**config.mk**
```make
export PLATFORM = sky130hd
export DESIGN_NAME = uart_cmd_parser
export DESIGN_NICKNAME = d
export VERILOG_FILES = /design/src/rtl/uart_cmd_parser.sv
export SDC_FILE = /design/constraint.sdc
export NUM_CORES = 1
export LEC_CHECK = 0
export ABC_AREA = 0
export BUFFER_PORTS_ARGS = -buffer_cell sky130_fd_sc_hd__buf_2
export CORE_AREA = 5 5 88 107
export CTS_BUF_LIST = sky130_fd_sc_hd__clkbuf_16
export DETAILED_ROUTE_END_ITERATION = 10
export DIE_AREA = 0 0 93 112
export PLACE_DENSITY = 0.84
export SLEW_MARGIN = 20
export SYNTH_ARGS = -nofsm -noshare
export SYNTH_HDL_FRONTEND = slang
export SYNTH_SLANG_ARGS = --single-unit
```
**constraint.sdc**
```tcl
create_clock -name clk -period 2.9 [get_ports clk]
set_clock_uncertainty 0.1 [all_clocks]
set_input_delay 0 -clock clk [delete_from_list [all_inputs] [get_ports clk]]
set_output_delay 0 -clock clk [all_outputs]
set_load 0.02 [all_outputs]
```
**src/rtl/uart_cmd_parser.sv**
```systemverilog
`default_nettype none
// +----------------------------------------------------------------------+
// | Module   : uart_cmd_parser                                           |
// | Brief    : Decodes ASCII "W<aa><dd>" / "R<aa>" commands popped from  |
// |            a UART RX FIFO, drives an 8-bit register bus and pushes   |
// |            "OK", "<hh>" or "ER" responses (CR LF terminated) into    |
// |            the UART TX FIFO.                                         |
// | Revision : 1.0 - initial release                                     |
// +----------------------------------------------------------------------+
module uart_cmd_parser #(
  parameter int TIMEOUT_CYCLES = 100_000_000,
  parameter int TO_W           = 27
) (
  input  logic       clk,
  input  logic       rst,
  input  logic [7:0] rx_fifo_data,
  input  logic       rx_fifo_empty,
  output logic       rx_fifo_pop,
  output logic [7:0] tx_fifo_data,
  output logic       tx_fifo_push,
  input  logic       tx_fifo_full,
  output logic [7:0] reg_addr,
  output logic [7:0] reg_wdata,
  output logic       reg_we,
  output logic       reg_re,
  input  logic [7:0] reg_rdata,
  output logic       busy,
  output logic       cmd_err
);

  typedef enum logic [2:0] {
    S_IDLE    = 3'd0,
    S_ADDR    = 3'd1,
    S_DATA    = 3'd2,
    S_TERM    = 3'd3,
    S_FLUSH   = 3'd4,
    S_EXEC    = 3'd5,
    S_RD_WAIT = 3'd6,
    S_RESP    = 3'd7
  } state_t;

  localparam logic [7:0]      c_CR      = 8'h0D;
  localparam logic [7:0]      c_LF      = 8'h0A;
  localparam logic [7:0]      c_SP      = 8'h20;
  localparam logic [TO_W-1:0] c_TO_LAST = TO_W'(TIMEOUT_CYCLES - 1);

  // True for ASCII 0-9, A-F, a-f
  function automatic logic is_hex(input logic [7:0] b);
    return ((b >= 8'h30) && (b <= 8'h39)) ||
           ((b >= 8'h41) && (b <= 8'h46)) ||
           ((b >= 8'h61) && (b <= 8'h66));
  endfunction

  // Nibble value of a hex character; letters of either case share the low nibble
  function automatic logic [3:0] hex_val(input logic [7:0] b);
    return (b <= 8'h39) ? b[3:0] : (b[3:0] + 4'd9);
  endfunction

  // Uppercase ASCII for a nibble
  function automatic logic [7:0] hex_char(input logic [3:0] n);
    return (n < 4'd10) ? {4'h3, n} : (8'h37 + {4'h0, n});
  endfunction

  state_t          r_state;
  logic            r_is_wr;
  logic            r_nib;
  logic [7:0]      r_addr_sh;
  logic [7:0]      r_data_sh;
  logic [TO_W-1:0] r_to_cnt;
  logic [7:0]      r_buf [0:3];
  logic [1:0]      r_idx;
  logic [7:0]      r_reg_addr;
  logic [7:0]      r_reg_wdata;
  logic            r_reg_we;
  logic            r_reg_re;
  logic            r_cmd_err;

  logic            w_receiving;
  logic            w_take;
  logic            w_push;
  logic            w_timed;
  logic            w_to_hit;
  logic            w_is_term;
  logic [7:0]      w_byte;

  // Pop and push are decoded from registered state so that the byte is
  // consumed in the same cycle it is sampled and no push can slip past a
  // full TX FIFO; reset suppresses both immediately.
  always_comb begin
    w_byte      = rx_fifo_data;
    w_is_term   = (w_byte == c_CR) || (w_byte == c_LF);
    w_receiving = (r_state == S_IDLE) || (r_state == S_ADDR) || (r_state == S_DATA) ||
                  (r_state == S_TERM) || (r_state == S_FLUSH);
    w_timed     = (r_state == S_ADDR) || (r_state == S_DATA) ||
                  (r_state == S_TERM) || (r_state == S_FLUSH);
    w_take      = w_receiving && !rx_fifo_empty && !rst;
    w_push      = (r_state == S_RESP) && !tx_fifo_full && !rst;
    w_to_hit    = (r_to_cnt == c_TO_LAST);
  end

  assign rx_fifo_pop  = w_take;
  assign tx_fifo_push = w_push;
  assign tx_fifo_data = w_push ? r_buf[r_idx] : 8'h00;
  assign reg_addr     = r_reg_addr;
  assign reg_wdata    = r_reg_wdata;
  assign reg_we       = r_reg_we;
  assign reg_re       = r_reg_re;
  assign cmd_err      = r_cmd_err;
  assign busy         = (r_state != S_IDLE);

  // Inter-byte timeout: counts idle cycles inside a partial command only
  always_ff @(posedge clk) begin
    if (rst) begin
      r_to_cnt <= '0;
    end else if (!w_timed || w_take || w_to_hit) begin
      r_to_cnt <= '0;
    end else begin
      r_to_cnt <= r_to_cnt + TO_W'(1);
    end
  end

  // Command parser, bus strobes and response sequencing
  always_ff @(posedge clk) begin
    if (rst) begin
      r_state     <= S_IDLE;
      r_is_wr     <= 1'b0;
      r_nib       <= 1'b0;
      r_addr_sh   <= 8'h00;
      r_data_sh   <= 8'h00;
      r_idx       <= 2'd0;
      r_reg_addr  <= 8'h00;
      r_reg_wdata <= 8'h00;
      r_reg_we    <= 1'b0;
      r_reg_re    <= 1'b0;
      r_cmd_err   <= 1'b0;
      for (int i = 0; i < 4; i++) begin
        r_buf[i] <= 8'h00;
      end
    end else begin
      r_reg_we  <= 1'b0;
      r_reg_re  <= 1'b0;
      r_cmd_err <= 1'b0;

      case (r_state)
        S_IDLE: begin
          if (w_take) begin
            r_nib <= 1'b0;
            if ((w_byte == 8'h57) || (w_byte == 8'h77)) begin
              r_is_wr <= 1'b1;
              r_state <= S_ADDR;
            end else if ((w_byte == 8'h52) || (w_byte == 8'h72)) begin
              r_is_wr <= 1'b0;
              r_state <= S_ADDR;
            end else if (w_is_term || (w_byte == c_SP)) begin
              r_state <= S_IDLE;
            end else begin
              r_state <= S_FLUSH;
            end
          end
        end

        S_ADDR: begin
          if (w_take) begin
            if (is_hex(w_byte)) begin
              r_addr_sh <= {r_addr_sh[3:0], hex_val(w_byte)};
              r_nib     <= ~r_nib;
              if (r_nib) begin
                r_state <= r_is_wr ? S_DATA : S_TERM;
              end
            end else begin
              r_state <= S_FLUSH;
            end
          end
        end

        S_DATA: begin
          if (w_take) begin
            if (is_hex(w_byte)) begin
              r_data_sh <= {r_data_sh[3:0], hex_val(w_byte)};
              r_nib     <= ~r_nib;
              if (r_nib) begin
                r_state <= S_TERM;
              end
            end else begin
              r_state <= S_FLUSH;
            end
          end
        end

        S_TERM: begin
          if (w_take) begin
            if (w_is_term) begin
              // Bus outputs change only here, together with the strobe,
              // so the strobe is visible during EXEC.
              r_reg_addr <= r_addr_sh;
              if (r_is_wr) begin
                r_reg_wdata <= r_data_sh;
                r_reg_we    <= 1'b1;
              end else begin
                r_reg_re    <= 1'b1;
              end
              r_state <= S_EXEC;
            end else begin
              r_state <= S_FLUSH;
            end
          end
        end

        S_FLUSH: begin
          if (w_take && w_is_term) begin
            r_buf[0]  <= 8'h45;
            r_buf[1]  <= 8'h52;
            r_buf[2]  <= c_CR;
            r_buf[3]  <= c_LF;
            r_idx     <= 2'd0;
            r_cmd_err <= 1'b1;
            r_state   <= S_RESP;
          end
        end

        S_EXEC: begin
          if (r_is_wr) begin
            r_buf[0] <= 8'h4F;
            r_buf[1] <= 8'h4B;
            r_buf[2] <= c_CR;
            r_buf[3] <= c_LF;
            r_idx    <= 2'd0;
            r_state  <= S_RESP;
          end else begin
            r_state  <= S_RD_WAIT;
          end
        end

        S_RD_WAIT: begin
          r_buf[0] <= hex_char(reg_rdata[7:4]);
          r_buf[1] <= hex_char(reg_rdata[3:0]);
          r_buf[2] <= c_CR;
          r_buf[3] <= c_LF;
          r_idx    <= 2'd0;
          r_state  <= S_RESP;
        end

        S_RESP: begin
          if (w_push) begin
            if (r_idx == 2'd3) begin
              r_idx   <= 2'd0;
              r_state <= S_IDLE;
            end else begin
              r_idx   <= r_idx + 2'd1;
            end
          end
        end

        default: r_state <= S_IDLE;
      endcase

      // A stalled partial command is dropped silently
      if (w_timed && !w_take && w_to_hit) begin
        r_state <= S_IDLE;
      end
    end
  end

endmodule
`default_nettype wire

```
==> results of run 1 <==
-- cell type report --
class,instances,area [sq um],area share [%]
Clock buffer,9,225.2,4.516
Clock inverter,7,56.30,1.129
Inverter,17,63.81,1.279
Multi-Input combinational cell,366,2298,46.09
Sequential cell,87,1882,37.73
Tap cell,97,121.4,2.434
Timing Repair Buffer,59,340.3,6.824
-- logic make-up after synthesis --
logic type	Yosys count	synth area share [%]
buf+inv	46	5.300
mux	26	6.264
flops	87	42.63
compound gates	81	11.82
other cells	1	0.08495
xor+xnor	29	5.754
simple gates	221	25.88
fa+ha+maj	8	2.268
-- through the flow --
| step | area [sq um] | cells | utilization (%) | hold WS [ps] |
|---|---|---|---|---|
| detailed placement | 4636 | 619 | 55.63 | 296.4 |
| floorplan | 4414 | 499 | - | 114.9 |
| global placement | 4636 | 619 | 55.63 | 283.3 |
| finish | 4987 | 642 | 59.85 | 10.15 |
| CTS | 4987 | 642 | 59.85 | 8.934 |
| global route | 4987 | 642 | 59.85 | 49.99 |
-- sequential cells by signal, summed over array words and instances (netlist names), named ones only --
signal     count
cmd_err        1
r_is_wr        1
r_data_sh      8
reg_addr       8
r_buf         16
r_addr_sh      8
reg_we         1
r_nib          1
r_idx          2
r_to_cnt      27
reg_re         1
reg_wdata      8
r_state        3
-- placed cells by master (no fill, tap or decap), types with 3 or more instances in the layout --
cell type / instances
a211oi_1: 3
a211oi_2: 3
a21oi_1: 35
a31oi_1: 3
and2_1: 5
and3_1: 5
and4_1: 4
buf_2: 48
buf_4: 4
clkbuf_16: 9
dfxtp_1: 73
dlygate4sd3_1: 7
edfxtp_1: 14
ha_1: 8
inv_1: 16
mux2_2: 3
mux2i_1: 22
nand2_1: 50
nand2b_1: 4
nand3_1: 21
nand3b_1: 4
nand4_1: 5
nor2_1: 70
nor3_1: 11
nor4_1: 12
nor4b_1: 5
o21ai_0: 16
o21bai_1: 3
or3_1: 7
xnor2_1: 26
xor2_1: 3
-- metal layers --
layer  GRT usage [%]  vias up
met5               0        -
met4           8.113        0
met3           4.122       27
met2           32.34      117
met1           21.45     1692
li1                -     1833
-- power groups by stage --
stage          clock network, W  logic (W)  registers [W]
2_1_floorplan                 0   0.000131        0.00127
3_3_place_gp                  0   0.000166        0.00127
3_5_place_dp                  0   0.000173        0.00128
4_1_cts                 0.00108   0.000180        0.00125
5_1_grt                 0.00116   0.000199        0.00125
6_report                0.00107   0.000182        0.00125
-- critical path: cells and delay by family, from the launching register on --
kind,cells,cell delay [ps]
DFF,1,640
buffers and inverters,1,610
and+or+nand+nor,2,580
AOI/OAI and AO/OA,1,270
-- how the worst min path moves through the flow --
stage | start | to | slack [ps] | cells after the start
floorplan | rx_fifo_empty | r_nib | 110 | 2
global placement | reg_rdata[2] | r_buf[1][2] | 280 | 3
detailed placement | reg_rdata[2] | r_buf[1][2] | 300 | 3
CTS | reg_rdata[1] | r_buf[1][3] | 9 | 4
global route | rx_fifo_data[4] | r_is_wr | 50 | 4
finish | reg_rdata[1] | r_buf[1][3] | 10 | 4
==> impl_metrics.env, run 1 <==
export IMPL_critPathMaxFanout=13
export IMPL_synthCells=499
export IMPL_nNetsFinal=568
export IMPL_area_growth_pct=12.98
export IMPL_ys_types=68
export IMPL_switching_share_pct=24.33
export IMPL_ant_nets=0
export IMPL_wl_met2_mm=4.636
export IMPL_crit_path_top_delay_cell="dfxtp_1"
export IMPL_post_route_min_period_ps=2336
export IMPL_layout_setup_ws_ps=564.5
export IMPL_crit_path_end="r_buf[0][3]"
export IMPL_placementRows=37
export IMPL_slowest_delay_ps=640
export IMPL_worst_pin_slew_ps=562.0
export IMPL_gp_congestion=0.8806
export IMPL_synth_fp_nets=527
export IMPL_setup_viol=0
export IMPL_dp_hpwl_mm=6.774
export IMPL_htree_num_levels=3
export IMPL_cap_violations=0
export IMPL_p_leak_nw=1.931
export IMPL_cts_setup_buffers=0
export IMPL_p_clk_share_pct=42.9
export IMPL_ys_flop_type="dfxtp_1"
export IMPL_power_switching_w=0.0006094
export IMPL_fmax_mhz=428.2
export IMPL_yosysSeqAreaShare_pct=42.63
export IMPL_cts_made_buffers=9
export IMPL_critPathLaunch="r_state[2]"
export IMPL_grt_max_degree=47
export IMPL_grt_pass1_vias=3529
export IMPL_grt_total_usage_pct=18.51
export IMPL_io_pins=50
export IMPL_routed_top_layer="met4"
export IMPL_fp_dieH_um=112
export IMPL_synth_top_area_cell="dfxtp_1"
export IMPL_vdd_drop_max_v=0.0003876
export IMPL_ff2ff_setup_slack_ps=560
export IMPL_path_class="reg -> reg"
export IMPL_yosys_area_top_type_share_pct=33.11
export IMPL_yosysMostFrequentCell="dfxtp_1"
export IMPL_r2r_start="r_state[2]"
export IMPL_reg2reg_depth=4
export IMPL_clock_sinks=87
export IMPL_initial_core_util_pct=52.97
export IMPL_numPortBuffers=48
export IMPL_clk_latency_ps=340
export IMPL_fin_crit_sh_pct=80.53
export IMPL_routed_wl_met3_um=506
export IMPL_hold_class="in -> reg"
export IMPL_design_die_area_sq_um=10420
export IMPL_powerDensity_nw_per_um2=502.2
export IMPL_vias=3669
export IMPL_clk_pin_slew_worst_paths_ps=60
export IMPL_postCtsResizedCells=0
export IMPL_rr_endpoint="r_buf[0][3]"
export IMPL_ys_ff_latch=87
export IMPL_p_int_w=0.001895
export IMPL_clockBufferDepth=2
export IMPL_tns_ps=0
export IMPL_pre_cts_slack_ps=793.7
export IMPL_arrival_ps=2440
export IMPL_syn_area_per_cell_sq_um=8.846
export IMPL_synth_edf_count=14
export IMPL_rsz0062_at_grt="no"
export IMPL_die_x_um=93
export IMPL_core_area_sq_um=8333
export IMPL_wl_per_cell_um=14.58
export IMPL_ys_top_cells_by_count="dfxtp_1, nor2_1, nand2_1"
export IMPL_slew_violations=0
export IMPL_cp_end_kind="flop"
export IMPL_antenna_found_initial=0
export IMPL_relSlewSlack_pct=62.54
export IMPL_cp_start_kind="flop"
export IMPL_fillCellCount=681
export IMPL_viasPerCell=5.715
export IMPL_route_layer_met1_wl_mm=3.925
export IMPL_drt_initial_drc_count=181
export IMPL_p_seq_share_pct=49.9
export IMPL_grt_ovfl_total=0
export IMPL_power_w=0.002505
export IMPL_routed_wl_mm=9.358
export IMPL_synthArstFlopShare_pct=0
export IMPL_path_cells="nand2b_1 > or2_2 > o41ai_1 > dlygate4sd3_1"
export IMPL_syn_cell_area_sq_um=4414
export IMPL_cts_hold_buf=7
export IMPL_root_buffer="clkbuf_16"
export IMPL_cts_tree="yes"
export IMPL_p_comb_share_pct=7.2
export IMPL_status="completed"
export IMPL_hold_violations=0
export IMPL_drc=0
export IMPL_diodes=0
export IMPL_cp_data_required_time_ps=3000
export IMPL_firstDrtPassIters=8
export IMPL_drive_above_1_share_pct=16.15
export IMPL_synth_area_leaders="dfxtp_1, edfxtp_1, nor2_1"
export IMPL_grt_pass1_wl_mm=15.82
export IMPL_yosys_warnings=0
Power figures use the tool's default switching activity.
==> run 2, diff against run 1 <==
- CORE_AREA: 5 5 88 107 -> 5 5 90 108
- DIE_AREA: 0 0 93 112 -> 0 0 95 113
- PLACE_DENSITY: 0.84 -> 0.85
- clock period: 2.9 -> 1.9 ns (I/O delays scaled with it)
==> impl_metrics.env, run 2 (synthesized netlist as in run 1, its figures left out) <==
export IMPL_multi_input_area_sq_um=2342
export IMPL_grt_total_usage_pct=19.35
export IMPL_cp_start_kind="flop"
export IMPL_htree_num_levels=3
export IMPL_drc=0
export IMPL_nNetsFinal=590
export IMPL_antenna_found_initial=0
export IMPL_critPathMaxFanout=11
export IMPL_fin_crit_sh_pct=95.86
export IMPL_clockBufferDepth=2
export IMPL_min_path_cells=4
export IMPL_fin_hold_ws_ps=10.26
export IMPL_routed_wl_mm=10.16
export IMPL_hold_end="r_buf[1][3]"
export IMPL_seqCellArea_sq_um=1888
export IMPL_area_growth_pct=19.08
export IMPL_reg_largest_list="r_to_cnt (27), r_buf (16)"
export IMPL_fillCellCount=675
export IMPL_cts_made_buffers=9
export IMPL_powerDensity_nw_per_um2=742.3
export IMPL_hold_class="in -> reg"
export IMPL_cts_tree="yes"
export IMPL_ant_nets=0
export IMPL_path_class="reg -> reg"
export IMPL_hold_violations=0
export IMPL_core_area_sq_um=8518
export IMPL_grt_max_degree=37
export IMPL_reg2reg_depth=5
export IMPL_root_buffer="clkbuf_16"
export IMPL_rr_endpoint="r_to_cnt[21]"
export IMPL_die_x_um=95
export IMPL_post_route_min_period_ps=1821
export IMPL_p_leak_nw=2.062
export IMPL_wl_per_cell_um=14.85
export IMPL_slew_violations=0
export IMPL_mostFrequentLayoutCells="nor2_1, dfxtp_1, nand2_1, buf_2, a21oi_1"
export IMPL_ff2ff_setup_slack_ps=80
export IMPL_grt_ovfl_total=0
export IMPL_drive_above_1_share_pct=21.16
export IMPL_initial_core_util_pct=51.82
export IMPL_clock_sinks=87
export IMPL_cap_violations=0
export IMPL_diodes=0
export IMPL_dp_hpwl_mm=7.306
export IMPL_cp_end_kind="flop"
export IMPL_clk_latency_ps=350
export IMPL_arrival_ps=1960
export IMPL_fp_dieH_um=113
export IMPL_status="completed"
export IMPL_firstDrtPassIters=5
export IMPL_gp_congestion=0.8772
export IMPL_pre_cts_slack_ps=-36.78
export IMPL_design_die_area_sq_um=10740
export IMPL_fmax_mhz=549.0
export IMPL_r2r_start="r_to_cnt[9]"
export IMPL_dp_cells=662
export IMPL_vdd_drop_max_v=0.0006020
export IMPL_viasPerCell=5.649
export IMPL_instances_no_fill=684
export IMPL_numPortBuffers=48
export IMPL_setup_viol=0
export IMPL_layout_setup_ws_ps=78.60
export IMPL_hp_start="reg_rdata[1]"
export IMPL_vias=3864
export IMPL_drt_initial_drc_count=350
export IMPL_grt_pass1_wl_mm=16.66
export IMPL_cp_data_required_time_ps=2040
export IMPL_largest_reg_flops=27
export IMPL_grt_pass1_vias=3749
export IMPL_io_pins=50
export IMPL_clk_pin_slew_worst_paths_ps=60
export IMPL_placementRows=37
export IMPL_regMostFlops="r_to_cnt"
run 2: changes by cell type in the layout (fill, tap and decap cells not counted), sizes merged:
cell,previous run,this run
buf,52,75
clkinv,3,1
dlygate4sd3,7,6
inv,20,22
run 2: per-layer routing:
metal / global-route usage [%] / vias to the layer above / share of wire [%]
li1: - / 1879 / -
met1: 22.70 / 1825 / 40
met2: 32.74 / 138 / 51
met3: 4.854 / 22 / 6.1
met4: 9.047 / 0 / 2.7
met5: 0 / - / 0
run 2: timing repair:
action,in CTS,in global routing
gates resized for setup,2,9
endpoints found under the setup margin,8,33
endpoints found under the hold margin,10,0
buffers inserted,0,0
hold buffers,6,0
run 2: critical path, cell delays in order (launching register included):
cell and delay, ps:
dfxtp_1 390, and4_1 300, nand4_4 230, nor4_1 470, xnor2_1 170, nor2_1 50
run 2: worst max-delay path by stage:
stage,startpoint,endpoint,slack [ps],depth (start not counted)
after floorplan,r_to_cnt[19],r_to_cnt[6],160,8
after detailed placement,rx_fifo_data[0],r_addr_sh[4],-40,8
final,r_to_cnt[9],r_to_cnt[21],80,5
after global routing,r_to_cnt[9],r_to_cnt[21],-70,5
after CTS,r_to_cnt[9],r_to_cnt[22],10,5
after global placement,rx_fifo_data[0],r_data_sh[5],60,8
run 2: metrics by stage:
stage               util (%)  area [sq um]  total power (W)  TNS, ps
global route           61.71          5256         0.004043   -354.7
global placement       57.04          4858         0.002220        0
detailed placement     57.04          4858         0.002233   -83.40
finish                 61.71          5256         0.003902        0
floorplan                  -          4414         0.002134        0
CTS                    61.19          5213         0.003929        0
run 2: where the power goes:
group / internal [W] / switching [W]
registers: 0.00189 / 0.0000152
logic: 0.000123 / 0.000183
clock network: 0.000915 / 0.000778
run 2: cell type report:
class	instances	share of cell area [%]
multi-input combinational	366	44.56
sequential	87	35.92
timing repair buffer	81	10.05
clock buffer	9	4.285
tap	117	2.785
inverter	17	1.214
clock inverter	7	1.190
